==> src/rtl/zmod_pll_sequencer_if.sv <==
// Control/status bundle between the PLL sequencer and its control path.
// The slave side is the sequencer itself.
interface zmod_pll_sequencer_if;
  logic       enable;
  logic       pll_locked;
  logic       relock_req;
  logic       pll_rst;
  logic       pll_pwrdwn;
  logic       out_rst;
  logic       ready;
  logic       lock_fail;
  logic [7:0] loss_count;
  logic [2:0] state;

  modport master (
    output enable, pll_locked, relock_req,
    input  pll_rst, pll_pwrdwn, out_rst,
    input  ready, lock_fail, loss_count, state
  );

  modport slave (
    input  enable, pll_locked, relock_req,
    output pll_rst, pll_pwrdwn, out_rst,
    output ready, lock_fail, loss_count, state
  );
endinterface

==> src/rtl/zmod_pll_sequencer.sv <==
// Reset/lock sequencer for the ZMOD transmit PLL: reset pulse, lock
// qualification, retry, relock and lock-loss reporting.
module zmod_pll_sequencer #(
  parameter int RST_CYCLES    = 16,
  parameter int LOCK_TIMEOUT  = 100000,
  parameter int STABLE_CYCLES = 1024,
  parameter int MAX_RETRIES   = 4
) (
  input logic                  clk,
  input logic                  rst,
  zmod_pll_sequencer_if.slave  bus
);

  localparam int RW = $clog2(RST_CYCLES) + 1;
  localparam int TW = $clog2(LOCK_TIMEOUT) + 1;
  localparam int SW = $clog2(STABLE_CYCLES) + 1;
  localparam int AW = $clog2(MAX_RETRIES) + 1;

  localparam logic [RW-1:0] R_LAST = RW'(RST_CYCLES - 1);
  localparam logic [TW-1:0] T_LAST = TW'(LOCK_TIMEOUT - 1);
  localparam logic [SW-1:0] S_LAST = SW'(STABLE_CYCLES - 1);
  localparam logic [AW-1:0] A_MAX  = AW'(MAX_RETRIES);

  typedef enum logic [2:0] {
    IDLE      = 3'd0,
    RESET     = 3'd1,
    WAIT_LOCK = 3'd2,
    STABLE    = 3'd3,
    RUN       = 3'd4,
    FAIL      = 3'd5
  } state_t;

  state_t        st;
  logic          s1;
  logic          lk;
  logic [RW-1:0] rcnt;
  logic [TW-1:0] tcnt;
  logic [SW-1:0] scnt;
  logic [AW-1:0] att;
  logic [AW-1:0] att_inc;
  logic [7:0]    lcnt;
  logic          pll_rst_q;
  logic          pwrdwn_q;
  logic          out_rst_q;
  logic          ready_q;
  logic          fail_q;

  assign att_inc = att + 1'b1;

  always_ff @(posedge clk) begin
    if (rst) begin
      st        <= IDLE;
      s1        <= 1'b0;
      lk        <= 1'b0;
      rcnt      <= '0;
      tcnt      <= '0;
      scnt      <= '0;
      att       <= '0;
      lcnt      <= '0;
      pll_rst_q <= 1'b1;
      pwrdwn_q  <= 1'b1;
      out_rst_q <= 1'b1;
      ready_q   <= 1'b0;
      fail_q    <= 1'b0;
    end else begin
      s1 <= bus.pll_locked;
      lk <= s1;
      if (!bus.enable) begin
        st        <= IDLE;
        att       <= '0;
        pll_rst_q <= 1'b1;
        pwrdwn_q  <= 1'b1;
        out_rst_q <= 1'b1;
        ready_q   <= 1'b0;
        fail_q    <= 1'b0;
      end else begin
        unique case (st)
          IDLE: begin
            st       <= RESET;
            rcnt     <= '0;
            pwrdwn_q <= 1'b0;
          end
          RESET: begin
            if (rcnt == R_LAST) begin
              st        <= WAIT_LOCK;
              tcnt      <= '0;
              pll_rst_q <= 1'b0;
            end else begin
              rcnt <= rcnt + 1'b1;
            end
          end
          WAIT_LOCK: begin
            if (lk) begin
              st   <= STABLE;
              scnt <= '0;
            end else if (tcnt == T_LAST) begin
              att       <= att_inc;
              pll_rst_q <= 1'b1;
              if (att_inc == A_MAX) begin
                st     <= FAIL;
                fail_q <= 1'b1;
              end else begin
                st   <= RESET;
                rcnt <= '0;
              end
            end else begin
              tcnt <= tcnt + 1'b1;
            end
          end
          STABLE: begin
            if (!lk) begin
              st   <= WAIT_LOCK;
              tcnt <= '0;
            end else if (scnt == S_LAST) begin
              st        <= RUN;
              att       <= '0;
              ready_q   <= 1'b1;
              out_rst_q <= 1'b0;
            end else begin
              scnt <= scnt + 1'b1;
            end
          end
          RUN: begin
            // a loss coinciding with a relock request counts once
            if (!lk || bus.relock_req) begin
              if (!lk && lcnt != 8'hFF) lcnt <= lcnt + 1'b1;
              st        <= RESET;
              rcnt      <= '0;
              pll_rst_q <= 1'b1;
              ready_q   <= 1'b0;
              out_rst_q <= 1'b1;
            end
          end
          FAIL: begin
          end
          default: st <= IDLE;
        endcase
      end
    end
  end

  assign bus.state      = st;
  assign bus.pll_rst    = pll_rst_q;
  assign bus.pll_pwrdwn = pwrdwn_q;
  assign bus.out_rst    = out_rst_q;
  assign bus.ready      = ready_q;
  assign bus.lock_fail  = fail_q;
  assign bus.loss_count = lcnt;

endmodule

==> src/flat_wrapper.sv <==
// flat-port wrapper written by rule: the top's interface ports become plain ports
module zmod_pll_sequencer_flat 
#(
  parameter int RST_CYCLES    = 16,
  parameter int LOCK_TIMEOUT  = 100000,
  parameter int STABLE_CYCLES = 1024,
  parameter int MAX_RETRIES   = 4
)
  (clk, rst, bus_enable, bus_pll_locked, bus_relock_req, bus_pll_rst, bus_pll_pwrdwn, bus_out_rst, bus_ready, bus_lock_fail, bus_loss_count, bus_state);
  zmod_pll_sequencer_if bus_i ();
  input logic clk;
  input logic rst;
  input wire logic [$bits(bus_i.enable)-1:0] bus_enable;
  input wire logic [$bits(bus_i.pll_locked)-1:0] bus_pll_locked;
  input wire logic [$bits(bus_i.relock_req)-1:0] bus_relock_req;
  output wire logic [$bits(bus_i.pll_rst)-1:0] bus_pll_rst;
  output wire logic [$bits(bus_i.pll_pwrdwn)-1:0] bus_pll_pwrdwn;
  output wire logic [$bits(bus_i.out_rst)-1:0] bus_out_rst;
  output wire logic [$bits(bus_i.ready)-1:0] bus_ready;
  output wire logic [$bits(bus_i.lock_fail)-1:0] bus_lock_fail;
  output wire logic [$bits(bus_i.loss_count)-1:0] bus_loss_count;
  output wire logic [$bits(bus_i.state)-1:0] bus_state;
  assign bus_i.enable = bus_enable;
  assign bus_i.pll_locked = bus_pll_locked;
  assign bus_i.relock_req = bus_relock_req;
  assign bus_pll_rst = bus_i.pll_rst;
  assign bus_pll_pwrdwn = bus_i.pll_pwrdwn;
  assign bus_out_rst = bus_i.out_rst;
  assign bus_ready = bus_i.ready;
  assign bus_lock_fail = bus_i.lock_fail;
  assign bus_loss_count = bus_i.loss_count;
  assign bus_state = bus_i.state;
  zmod_pll_sequencer #(.RST_CYCLES(RST_CYCLES), .LOCK_TIMEOUT(LOCK_TIMEOUT), .STABLE_CYCLES(STABLE_CYCLES), .MAX_RETRIES(MAX_RETRIES)) u_core (.clk(clk), .rst(rst), .bus(bus_i));
endmodule
==> config.mk <==
export PLATFORM = sky130hd
export DESIGN_NAME = zmod_pll_sequencer_flat
export DESIGN_NICKNAME = d
export VERILOG_FILES = /design/src/rtl/zmod_pll_sequencer_if.sv /design/src/rtl/zmod_pll_sequencer.sv /design/src/flat_wrapper.sv
export SDC_FILE = /design/constraint.sdc
export NUM_CORES = 1
export LEC_CHECK = 0
export BUFFER_PORTS_ARGS = -buffer_cell sky130_fd_sc_hd__buf_2
export CAP_MARGIN = 20
export CORE_MARGIN = 2
export CORE_UTILIZATION = 40
export CTS_CLUSTER_DIAMETER = 100
export DETAILED_ROUTE_END_ITERATION = 10
export PLACE_DENSITY = 0.67
export SYNTH_ARGS = -nofsm -noshare
export SYNTH_HDL_FRONTEND = slang
export SYNTH_SLANG_ARGS = --single-unit
==> constraint.sdc <==
create_clock -name clk -period 2 [get_ports clk]
set_input_delay 0.2 -clock clk [delete_from_list [all_inputs] [get_ports clk]]
set_output_delay 0.2 -clock clk [all_outputs]
set_load 0.03 [all_outputs]
==> impl_metrics.json, run 1 <==
{
  "status": "complete, but fails checks",
  "violations": "negative setup slack",
  "syn_nets": 388,
  "final_area_um2": 3820,
  "netlist_area_um2": 3040,
  "min_path_type": "in2reg",
  "syn_area_per_cell_um2": 8.09,
  "dp.final_hpwl_um": 5410,
  "final_cells": 537,
  "crit_required_ps": 2250,
  "place_area_um2": 3530,
  "worstSetupStartpointType": "flop",
  "grt_start_max_net_pins": 20,
  "ir_worst_vdd_v": 0.000313,
  "synth_ff_type": "dfxtp_1",
  "clk_latency_ps": 320,
  "grt_use_met1_pct": 25.8,
  "worstPathArrival_ps": 2280,
  "use_met3_pct": 2.99,
  "post-route-drc-count": 0,
  "numCtsBuffers": 5,
  "num_vias": 2948,
  "rsz0062_at_grt": "true",
  "worstMarginPinSlew_ps": 572,
  "synth_area_leader_cell": "dfxtp_1",
  "hold_viol_final": 0,
  "syn2layout_area_growth_pct": 25.7,
  "path_clk_slew_ps": 100,
  "htreeDepth": 2,
  "drv_cap": 0,
  "synth_seq_cells": 55,
  "synth_common_cells": "55 x dfxtp_1, 39 x nor2_1, 29 x nand2_1",
  "dp_slack_ps": -114,
  "ys_seq_area_share_pct": 36.2,
  "fin_nets": 449,
  "crit_path_end_kind": "flop",
  "portBuffers": 20,
  "whs_ps": 87.2,
  "cts_tree": "built",
  "synth_edf_count": 0,
  "placed_cells": 519,
  "setup_viol": 3,
  "period_share_pct": 102,
  "drtPass1Iterations": 4,
  "totalPowerFinal_mw": 1.90,
  "setup_ws_ps": -31.4,
  "die_y_um": 91.2,
  "use_met2_pct": 30.0,
  "critPathMaxFanout": 7,
  "grt_pass1_wl_um": 13000,
  "final.setup.tns_ps": -59.6,
  "dieArea_um2": 8320,
  "n_fill_cell": 685,
  "p_leak_nw": 1.34,
  "yosys-top-cells-area": "dfxtp_1 36%, nor2_1 4.8%, a21oi_1 3.9%",
  "drtIter0Drc": 285,
  "slew-limit-headroom_pct": 61.7,
  "drv_slew": 0,
  "fmax_mhz": 492,
  "synth-async-reset-ratio_pct": 0,
  "gp_congestion": 0.847,
  "num_rows": 31,
  "clock_sinks": 55,
  "yosysWarnings": 0,
  "die_w_um": 91.2,
  "fin_skew_ps": 11.9,
  "clockRootBuffer": "clkbuf_8",
  "avgViaCountPerCell": 5.49,
  "grt_usage_pct": 18.5,
  "yosysMostFrequentCell": "dfxtp_1",
  "path_class": "reg2reg",
  "synth_cell_types": 60,
  "yosysTopAreaCellShare_pct": 36.2,
  "cts_buffer_depth": 2,
  "antenna_found_initial": 0,
  "powerDensity_nw_per_um2": 496,
  "drive_above_1_share_pct": 27.2,
  "final.min_clock_period_ps": 2030,
  "globalRoute.totalOverflow": 0,
  "grt_pass1_vias": 2770,
  "wl_per_cell_um": 14.3,
  "n_antenna_cell": 0,
  "start_util_pct": 41.7,
  "utilization_pct": 52.5,
  "pin_count": 21,
  "top_usage_layer": "met2",
  "core_area_um2": 7290,
  "synthCells": 376,
  "routed_wl_um": 7680,
  "antenna_left": 0
}
[timing repair]
| item | 4_1_cts | 5_1_grt |
|---|---|---|
| endpoints found under the setup margin | 22 | 26 |
| pin swaps | 6 | 8 |
| gates resized for setup | 13 | 19 |
| hold buffers | 0 | 0 |
| setup buffers | 1 | 9 |
[cells in the final DEF, fill, tap and decap left out, drive strengths merged, types with 3 or more instances in the layout]
cell,Yosys,layout
nand4,16,16
a211oi,6,6
and3,4,4
xnor2,12,12
a2111oi,3,3
nand2,29,29
clkbuf,18,5
o21ai,14,14
buf,1,73
nand3,22,22
o211ai,5,5
a311oi,3,3
or2,3,3
and2,4,4
nor2b,10,10
inv,11,12
dfxtp,55,55
mux2i,4,4
ha,7,7
nor3,10,10
or3,6,6
o311ai,3,3
nor4,4,4
nand2b,14,14
nor3b,4,4
a21oi,25,25
nor2,39,39
a31oi,9,9
o31ai,3,3
[power breakdown]
group          leakage (nW)  internal [mW]  switching [mW]
Combinational         0.848         0.0526          0.0832
Sequential            0.447           1.10         0.00746
Clock                0.0485          0.252           0.399
Total                  1.34           1.41           0.489
[worst paths after layout]
path / start / endpoint / slack, ps / cells past startpoint
setup / recovery: u_core.rcnt[0] / u_core.tcnt[0] / -30 / 9
hold / removal: bus_pll_locked / u_core.s1 / 90 / 2
setup reg to reg: u_core.rcnt[0] / u_core.tcnt[0] / -30 / 9
hold reg to reg: u_core.bus.pll_pwrdwn / u_core.bus.pll_pwrdwn / 460 / 2
[registers in the layout, summed over array words and instances (netlist names)]
register,cells
u_core.tcnt,18
u_core.scnt,11
u_core.bus.loss_count,8
u_core.rcnt,5
u_core.att,3
u_core.bus.state,3
u_core.bus.lock_fail,1
u_core.bus.out_rst,1
u_core.bus.pll_pwrdwn,1
u_core.bus.pll_rst,1
u_core.bus.ready,1
u_core.lk,1
u_core.s1,1
[worst max-delay path, stage by stage (launching register included)]
cell and delay [ps]:
dfxtp_2 370, ha_4 140, and3_4 190, ha_4 130, and3b_1 160, o211ai_1 120
buf_4 180, a41o_4 260, or3_1 310, a21oi_1 120
[per-layer routing]
layer  routed length, um  vias to the layer above  share of wire, %
met5                   0                        -                 0
met4                  78                        0               1.0
met3                 392                        5               5.1
met2                3580                       75                47
met1                3630                     1368                47
li1                    -                     1500                 -
[logic make-up after synthesis]
logic type,Yosys count,share of synthesized area [%]
adders and majority gates,7,2.88
and+or+nand+nor,178,32.3
DFF,55,36.2
AOI/OAI and AO/OA,89,19.6
buffers and inverters,30,3.95
xor gates and xnor gates,13,3.74
muxes,4,1.32
[layout make-up]
cell class,count,area (um^2),share of cell area [%]
Sequential cell,55,1110,29.0
Inverter,11,41.3,1.08
Clock buffer,5,68.8,1.80
Tap cell,99,124,3.24
Multi-Input combinational cell,291,1930,50.6
Timing Repair Buffer,73,526,13.7
Clock inverter,3,22.5,0.589
(Power assumes the default switching activity.)
==> run 2, diff against run 1 <==
--- a/config.mk
+++ b/config.mk
@@ -7,6 +7,7 @@
 export LEC_CHECK = 0
 export BUFFER_PORTS_ARGS = -buffer_cell sky130_fd_sc_hd__buf_2
 export CAP_MARGIN = 20
+export CORE_ASPECT_RATIO = 1.1
 export CORE_MARGIN = 2
 export CORE_UTILIZATION = 40
 export CTS_CLUSTER_DIAMETER = 100
==> constraint.sdc (replaced) <==
create_clock -name clk -period 2 [get_ports clk]
set_input_delay 0.4 -clock clk [delete_from_list [all_inputs] [get_ports clk]]
set_output_delay 0.4 -clock clk [all_outputs]
set_load 0.03 [all_outputs]
==> impl_metrics.json, run 2 (synthesized netlist as in run 1, its figures left out) <==
{
  "status": "complete, but fails checks",
  "violations": "negative setup slack",
  "n_fill_cell": 694,
  "grt_pass1_wl_um": 12600,
  "wl_per_cell_um": 15.2,
  "rsz0062_at_grt": "true",
  "reg2regPathDepth": 9,
  "setup_viol": 4,
  "globalRoute.totalOverflow": 0,
  "setup_ws_ps": -78.3,
  "cts_hold_buf": 0,
  "final_cells": 519,
  "hold_viol_final": 0,
  "gp_congestion": 0.850,
  "dp.final_hpwl_um": 5500,
  "r2r_start": "u_core.tcnt[0]",
  "grt_pass1_vias": 2790,
  "drtIter0Drc": 217,
  "fmax_mhz": 481,
  "n_antenna_cell": 0,
  "cts_buffer_depth": 2,
  "worstPathArrival_ps": 2270,
  "drtPass1Iterations": 4,
  "htreeDepth": 2,
  "hold_end": "u_core.s1",
  "post-route-drc-count": 0,
  "period_share_pct": 104,
  "slowest_stage": "dfxtp_1",
  "clock_sinks": 55,
  "num_vias": 3038,
  "numCtsBuffers": 5,
  "hold_depth": 2,
  "min_path_type": "in2reg",
  "final.min_clock_period_ps": 2080,
  "crit_required_ps": 2190,
  "antenna_found_initial": 0,
  "drive_above_1_share_pct": 26.9,
  "avgViaCountPerCell": 5.85,
  "pin_count": 21,
  "worstMarginPinSlew_ps": 473,
  "layout_common_cells": "52 x dfxtp_1, 42 x buf_4, 38 x nor2_1",
  "start_util_pct": 40.9,
  "crit_top_cell": "buf_6",
  "antenna_left": 0,
  "num_rows": 33,
  "dp_slack_ps": -142,
  "mostFrequentLayoutCell": "dfxtp_1",
  "final.setup.tns_ps": -169,
  "path_cells": "ha_2, nand2b_1, nor4_4, buf_4, a41oi_2, buf_6, buf_6, nand4_1, o311ai_2",
  "crit_path_end_kind": "flop",
  "r2r_slack_ps": -80,
  "clockRootBuffer": "clkbuf_8",
  "grt_start_max_net_pins": 24,
  "die_y_um": 95.5,
  "hp-start": "bus_pll_locked",
  "slew-limit-headroom_pct": 67.7,
  "syn2layout_area_growth_pct": 25.1,
  "drv_slew": 0,
  "p_leak_nw": 1.33,
  "grt_usage_pct": 18.9,
  "top_register": "u_core.tcnt",
  "routed_wl_um": 7910,
  "cpPeakStageDelay_ps": 450,
  "worstSetupStartpointType": "flop",
  "path_class": "reg2reg",
  "clk_latency_ps": 320,
  "powerDensity_nw_per_um2": 498,
  "die_w_um": 87.2,
  "path_clk_slew_ps": 100,
  "placed_cells": 504,
  "portBuffers": 20,
  "ir_worst_vdd_v": 0.000279,
  "rr_endpoint": "u_core.tcnt[16]",
  "core_area_um2": 7430,
  "drv_cap": 0,
  "critPathMaxFanout": 7,
  "cts_tree": "built",
  "dieArea_um2": 8320,
  "largest_reg_flops": 18,
  "fin_skew_ps": 13.2,
  "fin_nets": 443
}
run 2: cell types whose count changed in the layout (fill, tap and decap cells not counted), moves of 3 or more:
cell / previous run / this run
buf_4: 48 / 42
o21ai_1: 0 / 6
o21ai_0: 11 / 5
dfxtp_1: 49 / 52
dfxtp_2: 6 / 3
run 2: layout make-up:
| type | count | area, um^2 | area share (%) |
|---|---|---|---|
| clock inverters | 3 | 22.5 | 0.592 |
| well taps | 87 | 109 | 2.86 |
| repair buffers | 67 | 472 | 12.4 |
| clock buffers | 5 | 68.8 | 1.81 |
| flip-flops and latches | 55 | 1100 | 29.0 |
| multi-input cells | 291 | 1990 | 52.3 |
| inverters | 11 | 41.3 | 1.08 |
run 2: how the worst max path moves through the flow:
stage | slack, ps | start | end | depth (start not counted)
5_1_grt | -190 | u_core.rcnt[0] | u_core.tcnt[16] | 11
3_5_place_dp | -140 | u_core.rcnt[0] | u_core.tcnt[0] | 9
4_1_cts | -90 | u_core.rcnt[0] | u_core.tcnt[0] | 9
2_1_floorplan | -2 | u_core.bus.state[0] | u_core.rcnt[2] | 6
3_3_place_gp | -60 | u_core.rcnt[0] | u_core.tcnt[0] | 9
6_report | -80 | u_core.tcnt[0] | u_core.tcnt[16] | 9
run 2: worst max-delay path, delay by kind of cell, from the launching register on:
family | cells | cell delay (ps)
buf+inv | 3 | 500
compound gates | 2 | 240
fa+ha+maj | 1 | 260
flops | 1 | 450
simple gates | 3 | 500
run 2: power breakdown:
| part | total (mW) | internal (mW) | switching (mW) |
|---|---|---|---|
| Sequential | 1.11 | 1.10 | 0.00760 |
| Clock | 0.652 | 0.255 | 0.397 |
| Combinational | 0.134 | 0.0498 | 0.0841 |
run 2: what timing repair did:
action,in CTS,in global routing
resized for setup,26,19
setup buffers,7,0
endpoints found under the setup margin,19,32
pin swaps,10,12
run 2: per-layer routing:
layer | vias to the layer above | global-route usage (%) | part of all wire [%] | routed length (um)
li1 | 1494 | - | - | -
met1 | 1446 | 22.9 | 44 | 3450
met2 | 85 | 33.7 | 49 | 3890
met3 | 13 | 3.38 | 5.0 | 398
met4 | 0 | 6.28 | 2.0 | 162
met5 | - | 0 | 0 | 0
run 2: stage by stage:
step	total power, mW	cell area [um^2]	utilization, %	hold slack [ps]
4_1_cts	1.91	3720	50.0	294
5_1_grt	1.97	3810	51.2	292
3_5_place_dp	1.26	3480	46.9	434
6_report	1.89	3810	51.2	297
3_3_place_gp	1.25	3480	46.9	433
2_1_floorplan	1.21	3060	-	414
==> run 3, diff against run 2 <==
--- a/config.mk
+++ b/config.mk
@@ -13,6 +13,7 @@
 export CTS_CLUSTER_DIAMETER = 100
 export DETAILED_ROUTE_END_ITERATION = 10
 export PLACE_DENSITY = 0.67
+export RECOVER_POWER = 50
 export SYNTH_ARGS = -nofsm -noshare
 export SYNTH_HDL_FRONTEND = slang
 export SYNTH_SLANG_ARGS = --single-unit
==> impl_metrics.json, run 3 (synthesized netlist as in run 1, its figures left out) <==
{
  "critPathMaxFanout": 7,
  "crit_required_ps": 2190,
  "clock_sinks": 55,
  "layout_common_cells": "52 x dfxtp_1, 39 x buf_4, 38 x nor2_1",
  "clk_latency_ps": 320,
  "top_register": "u_core.tcnt",
  "syn2layout_area_growth_pct": 24.1,
  "num_vias": 3023,
  "path_cells": "ha_2, nand2b_1, nor4_4, buf_4, a41oi_2, buf_6, buf_6, nand4_1, o311ai_2",
  "dieArea_um2": 8320,
  "num_rows": 33,
  "final_cells": 519,
  "setup_ws_ps": -73.6,
  "grt_pass1_vias": 2790,
  "drtIter0Drc": 202,
  "path_clk_slew_ps": 100,
  "portBuffers": 20,
  "drv_cap": 0,
  "p_leak_nw": 1.27,
  "worstSetupStartpointType": "flop",
  "clockRootBuffer": "clkbuf_8",
  "grt_usage_pct": 18.9,
  "slowest_stage": "dfxtp_1",
  "n_antenna_cell": 0,
  "placed_cells": 504,
  "grt_start_max_net_pins": 24,
  "mostFrequentLayoutCell": "dfxtp_1",
  "numCtsBuffers": 5,
  "setup_viol": 3,
  "core_area_um2": 7430,
  "utilization_pct": 50.8,
  "largest_reg_flops": 18,
  "die_y_um": 95.5,
  "drtPass1Iterations": 4,
  "wl_per_cell_um": 15.1,
  "worstPathArrival_ps": 2270,
  "ir_worst_vdd_v": 0.000283,
  "fin_skew_ps": 13.2,
  "cts_hold_buf": 0,
  "die_w_um": 87.2,
  "post-route-drc-count": 0,
  "gp_congestion": 0.850,
  "period_share_pct": 104,
  "avgViaCountPerCell": 5.82,
  "fin_nets": 443,
  "rsz0062_at_grt": "true",
  "min_path_type": "in2reg",
  "fmax_mhz": 482,
  "critical_path_buf_inv_count": 3,
  "drive_above_1_share_pct": 22.9,
  "start_util_pct": 40.9,
  "cpPeakStageDelay_ps": 440,
  "htreeDepth": 2,
  "antenna_found_initial": 0,
  "hold_viol_final": 0,
  "status": "complete, but fails checks",
  "antenna_left": 0,
  "critPathTopFamily": "simple AND/OR/NAND/NOR gates",
  "powerDensity_nw_per_um2": 502,
  "totalPowerFinal_mw": 1.90,
  "slew-limit-headroom_pct": 67.7,
  "crit_path_end_kind": "flop",
  "pin_count": 21,
  "drv_slew": 0,
  "routed_wl_um": 7840,
  "path_class": "reg2reg",
  "dp.final_hpwl_um": 5500,
  "cts_tree": "built",
  "worstMarginPinSlew_ps": 472,
  "grt_pass1_wl_um": 12600,
  "violations": "negative setup slack",
  "crit_top_cell": "buf_6",
  "cts_buffer_depth": 2,
  "globalRoute.totalOverflow": 0,
  "final.min_clock_period_ps": 2070
}
[run 3: cell count changes in the layout (fill, tap and decap cells not counted), sizes merged]
cell	previous run	this run
buf	67	51
clkbuf	5	21
[run 3: worst paths after layout]
path	startpoint	end	slack [ps]	cells after the start
worst min register to register	u_core.s1	u_core.lk	440	1
worst min-delay path	bus_pll_locked	u_core.s1	300	2
worst max register to register	u_core.tcnt[0]	u_core.tcnt[16]	-70	9
worst max-delay path	u_core.tcnt[0]	u_core.tcnt[16]	-70	9
[run 3: repair_timing]
action / 4_1_cts / 5_1_grt
resized for setup: 26 / 19
pin swaps: 10 / 12
setup buffers: 7 / 0
hold endpoints to repair: 0 / 0
endpoints found under the setup margin: 19 / 32
[run 3: final cells by class]
cell class,count,area [um^2]
Sequential cell,55,1100
Timing Repair Buffer,67,444
Clock buffer,5,68.8
Tap cell,87,109
Inverter,11,41.3
Clock inverter,3,22.5
Fill cell,706,3660
Multi-Input combinational cell,291,1980
[run 3: power breakdown]
group          internal, mW  switching, mW  leakage [nW]
registers              1.10        0.00766         0.445
logic                0.0485         0.0835         0.776
clock network         0.255          0.400        0.0489
[run 3: layer usage]
layer  global-route usage [%]  wire length [um]  vias to the layer above  part of all wire (%)
met2                     33.7              3900                       71                    50
li1                         -                 -                     1493                     -
met1                     22.9              3430                     1446                    44
met3                     3.38               343                       13                   4.4
met5                        0                 0                        -                     0
met4                     6.28               162                        0                   2.1
[run 3: per-stage QoR]
stage / worst slack (ps) / setup TNS, ps / area (um^2) / hold slack [ps]
floorplan: -2.30 / -2.30 / 3060 / 414
global placement: -64.4 / -172 / 3480 / 433
detailed placement: -142 / -777 / 3480 / 434
CTS: -89.5 / -122 / 3720 / 294
global route: -190 / -1710 / 3770 / 292
finish: -73.6 / -158 / 3770 / 297
[run 3: worst register-to-register path: cells and delay by family (launching register included)]
kind            cells  cell delay, ps
simple gates        3             510
fa+ha+maj           1             260
flops               1             440
buf+inv             3             500
compound gates      2             240
